### config.mk
export PLATFORM = sky130hd
export DESIGN_NAME = add4_acc_ctrl
export DESIGN_NICKNAME = d
export VERILOG_FILES = /design/src/rtl/add4_acc_ctrl.sv
export SDC_FILE = /design/constraint.sdc
export NUM_CORES = 1
export LEC_CHECK = 0
export BUFFER_PORTS_ARGS = -buffer_cell sky130_fd_sc_hd__clkbuf_2
export CAP_MARGIN = 10
export CORE_MARGIN = 2
export CORE_UTILIZATION = 57
export CTS_BUF_LIST = sky130_fd_sc_hd__clkbuf_8
export DETAILED_ROUTE_END_ITERATION = 7
export HOLD_SLACK_MARGIN = 0.06
export PLACE_DENSITY_LB_ADDON = 0.25
export RECOVER_POWER = 50
export REMOVE_ABC_BUFFERS = 1
export SYNTH_ARGS = -nofsm -noshare
export SYNTH_HDL_FRONTEND = slang
export SYNTH_HIERARCHICAL = 1
export SYNTH_SLANG_ARGS = --single-unit
### constraint.sdc
create_clock -name clk -period 3.9 [get_ports clk]
set_input_delay 0.195 -clock clk [delete_from_list [all_inputs] [get_ports clk]]
set_output_delay 0.195 -clock clk [all_outputs]
set_load 0.02 [all_outputs]
### src/rtl/add4_acc_ctrl.sv
// rtl/add4_acc_ctrl.sv - beat accumulator that time-shares one registered add4 through a feedback input
// The add4 output register doubles as the running partial sum; the controller only steers its inputs.

module add4 #(
  parameter int WIDTH_IN = 8,
  localparam int DW = WIDTH_IN + 11
) (
  input  logic                 clk,
  input  logic signed [DW-1:0] in  [3:0],
  output logic signed [DW-1:0] out
);

  always_ff @(posedge clk) begin
    out <= in[0] + in[1] + in[2] + in[3];
  end

endmodule

module add4_acc_ctrl #(
  parameter int WIDTH_IN = 8,
  parameter int BEATS    = 4,
  localparam int DW = WIDTH_IN + 11
) (
  input  logic                 clk,
  input  logic                 rst,
  input  logic                 s_valid,
  output logic                 s_ready,
  input  logic signed [DW-1:0] s_data [2:0],
  output logic                 m_valid,
  input  logic                 m_ready,
  output logic signed [DW-1:0] m_data,
  output logic                 busy
);

  localparam int CW = $clog2(BEATS + 1);
  localparam logic [CW-1:0] LAST_BEAT = CW'(BEATS - 1);

  typedef enum logic {
    ACC,
    OUT
  } state_t;

  state_t                st;
  logic [CW-1:0]         beat_cnt;
  logic                  accept;
  logic signed [DW-1:0]  add_in [3:0];
  logic signed [DW-1:0]  add_out;

  assign s_ready = (st == ACC) || ((st == OUT) && m_ready);
  assign accept  = s_valid && s_ready;
  assign m_data  = m_valid ? add_out : '0;
  assign busy    = (beat_cnt != '0) || (st == OUT);

  // Without an accepted beat the adder re-adds its own output to zeros, so the sum holds.
  // A first beat forces the feedback to zero so a stale or unreset sum never leaks in.
  always_comb begin
    for (int i = 0; i < 3; i++) begin
      add_in[i] = accept ? s_data[i] : '0;
    end
    add_in[3] = (accept && (beat_cnt == '0)) ? '0 : add_out;
  end

  add4 #(
    .WIDTH_IN(WIDTH_IN)
  ) u_add4 (
    .clk(clk),
    .in (add_in),
    .out(add_out)
  );

  always_ff @(posedge clk or posedge rst) begin
    if (rst) begin
      st       <= ACC;
      beat_cnt <= '0;
      m_valid  <= 1'b0;
    end else begin
      case (st)
        ACC: begin
          if (accept) begin
            if (beat_cnt == LAST_BEAT) begin
              beat_cnt <= '0;
              st       <= OUT;
              m_valid  <= 1'b1;
            end else begin
              beat_cnt <= beat_cnt + CW'(1);
            end
          end
        end
        OUT: begin
          if (m_ready) begin
            if (accept && (BEATS == 1)) begin
              st       <= OUT;
              m_valid  <= 1'b1;
              beat_cnt <= '0;
            end else if (accept) begin
              st       <= ACC;
              m_valid  <= 1'b0;
              beat_cnt <= CW'(1);
            end else begin
              st       <= ACC;
              m_valid  <= 1'b0;
              beat_cnt <= '0;
            end
          end
        end
        default: begin
          st       <= ACC;
          m_valid  <= 1'b0;
          beat_cnt <= '0;
        end
      endcase
    end
  end

endmodule

==> impl_metrics.toml <==
[worst_setup_path]
cp-end-kind = "flip-flop"
crit_fanout = 17
reg2reg_depth = 12
timing.critical_path.to = "u_add4/out[12]"
crit_start = "st"
start_kind = "flip-flop"
critPathKind = "reg -> reg"
worstReg2RegEnd = "u_add4/out[12]"
worst-r2r-setup-slack_ps = 190
cp.required_ps = 4080
regToRegStartpoint = "st"
crit_arrival_ps = 3890

[placed_design]
gp_congestion = 0.8986
dpl.hpwl_um = 6232
dp.cells = 580
dp_slack_ps = -9.000
portBuffers = 82

[floorplanning]
rows = 28
core_area_mm2 = 0.005886
die_area_mm2 = 0.006730
die_w_um = 82.04
initial_core_util_pct = 58.97
io_pins = 83
die_y_um = 82.04

[grt]
grt_pass1_vias = 2907
grt_overflow_total = 0
grt_first_pass_wirelength_um = 12530
grt_max_degree = 35
grt_antenna_before_repair = 0
grtUsageTotal_pct = 23.82

[hold_path]
hold_path_class = "in -> reg"

[sta]
timing.final.ws_setup_ps = 190.2
min_period_ps = 3710
grt_setup_unrepaired = "false"
slew_headroom_pct = 54.80
fmax_mhz = 269.6
skew_ps = 4.897
worst-slew-pin-transition_ps = 677.9
hold_viol_final = 0
fin_crit_sh_pct = 95.12
final_max_slew_viol_count = 0
setup_viol = 0

[detailed_routing]
vias_per_cell = 5.273
route.detailed.drc = 0
wl_um = 7862
avgRoutedWirePerCell_um = 13.42
antenna_left = 0
vias = 3090
first_pass_iters = 4
drt_iter0_drc = 88

[synth]
yosysMostFrequentCell = "inv_1"
synthDistinctLibCells = 50
yosysWarnings = 6
seq_area_frac_synth_pct = 14.56
synth_edf_count = 0
synth_top_family_by_area = "adder cells"
yosys.area_share.adder_pct = 27.97
ys.flop_type = "dfxtp_1"
netlist_instances = 435
synth_compound_area_share_pct = 12.36
synth-async-reset-ratio_pct = 20.83
yosys.area_share.simple_pct = 27.07
ys_top_cells_by_area = "fa_1 21%, inv_1 11%, dfxtp_1 11%"
synth_common_cells = "103 x inv_1, 59 x and3_1, 40 x and2_1"
syn_avg_cell_area_um2 = 7.979
synth_xor_area_share_pct = 3.533
synth_top_area_share_pct = 20.76
ys_ff_latch = 24
synth.area.mux_share_pct = 0.8652
synth_largest_area_cell = "fa_1"
synth_area_mm2 = 0.003471

[cts]
clk_path_buf_depth = 2
cts_root_buf = "clkbuf_8"
postCtsSetupRepairBufs = 0
htreeDepth = 1
clkSinkCount = 24
clock_latency_ps = 280
cts.reportedPaths.clkPinSlew_ps = 100
cts_buffers = 3
cts_tree = "yes"

[pwr]
ir_drop_mv = 0.6261
p_leak_uw = 0.002202
power-per-cell-area_mw_per_mm2 = 931.0

[cells_and_area]
finalNonFillerCells = 586
final_nets = 629
nFillCells = 552
area_growth_pct = 16.62
drive_above_1_share_pct = 18.00
seqCellArea_um2 = 506.7
multiInputGateArea_mm2 = 0.002505
num_antenna_cells = 0

[job]
maxCapViolations = 0

[status]
outcome = "completed"
[layout by cell type (no fill, tap or decap), drive strengths merged, types with 2 or more instances in the layout]
master	synthesis	final
a211o	3	3
a21o	5	5
a21oi	15	15
a31o	2	2
a31oi	4	4
and2	40	40
and3	59	59
and4	2	2
buf	4	6
clkbuf	14	85
dfrtp	5	5
dfxtp	19	19
fa	36	36
ha	20	20
inv	103	103
mux2i	3	3
nand2	16	16
nand2b	5	6
nand3	6	6
nand4	2	2
nor2	8	8
nor2b	6	6
nor3	8	8
nor3b	2	2
o2111ai	3	3
o21a	5	5
o21ai	5	5
o22ai	2	2
o2bb2ai	2	2
o311ai	2	2
o31ai	3	3
xnor2	11	11
xor2	3	3
[power breakdown]
| part | leakage [uW] | switching (uW) | internal, uW |
|---|---|---|---|
| Combinational | 0.00194 | 1720 | 1320 |
| Clock | 0.0000357 | 94.1 | 137 |
| Sequential | 0.000223 | 91.4 | 405 |
| Total | 0.00220 | 1910 | 1860 |
[final cells by class]
cell class	count	share of cell area, %
clock buffers	3	1.020
repair buffers	89	11.96
multi-input cells	291	61.89
well taps	75	2.318
flip-flops and latches	24	12.52
clock inverters	1	0.7419
inverters	103	9.552
[sequential cells by signal, summed over array words and instances, names as in the netlist]
name and flops:
u_add4/out 19, beat_cnt 3, m_valid 1, st 1
[critical path, stage by stage (launching register included)]
cell and delay, ps:
dfrtp_2 480, nand2b_4 210, and3_1 180, inv_1 60, fa_1 500, fa_1 580, inv_1 60, ha_1 280
a21o_1 180, and4_1 250, o211a_1 260, o311a_1 300, a211o_1 260
[per-stage QoR]
step           hold WS [ps]  power, uW  area, um^2  util [%]  setup TNS (ps)
6_report              287.7       3769        4048     68.77               0
4_1_cts               226.7       3758        4040     68.64               0
5_1_grt               292.0       4191        4048     68.77               0
2_1_floorplan        -26.48       2791        3385         -               0
3_3_place_gp          83.62       3429        3959     67.26               0
3_5_place_dp          78.01       3504        3959     67.26          -9.000
[per-layer routing]
| layer | vias to the layer above | share of wire (%) | global-route usage [%] | routed length (um) |
|---|---|---|---|---|
| met5 | - | 0 | 0 | 0 |
| met3 | 4 | 4.5 | 3.516 | 350 |
| li1 | 1558 | - | - | - |
| met2 | 70 | 49 | 42.68 | 3887 |
| met4 | 0 | 0.64 | 4.333 | 50 |
| met1 | 1458 | 45 | 30.56 | 3574 |
[repair_timing]
item / CTS / global route
cloned: 0 / 1
endpoints found under the hold margin: 5 / 0
hold buffers: 1 / 0
gates resized for setup: 1 / 3
endpoints found under the setup margin: 1 / 8
pin swaps: 0 / 0
[worst min path at each step]
stage                       start          end  slack (ps)  cells past startpoint
after global routing      m_ready  beat_cnt[2]         290                      4
final                     m_ready  beat_cnt[2]         290                      4
after global placement        rst      m_valid          80                      2
after detailed placement      rst      m_valid          80                      2
after floorplan               rst  beat_cnt[0]         -30                      1
after CTS                 m_ready  beat_cnt[2]         230                      4
[cell families after synthesis]
group                    count (synthesis)
XOR/XNOR                                14
multiplexers                             3
adder cells (fa/ha/maj)                 56
AO/OA/AOI/OAI                           60
AND/OR/NAND/NOR                        157
buffers and inverters                  121
flip-flops                              24
Note: power is estimated with default switching activity, not from simulation.
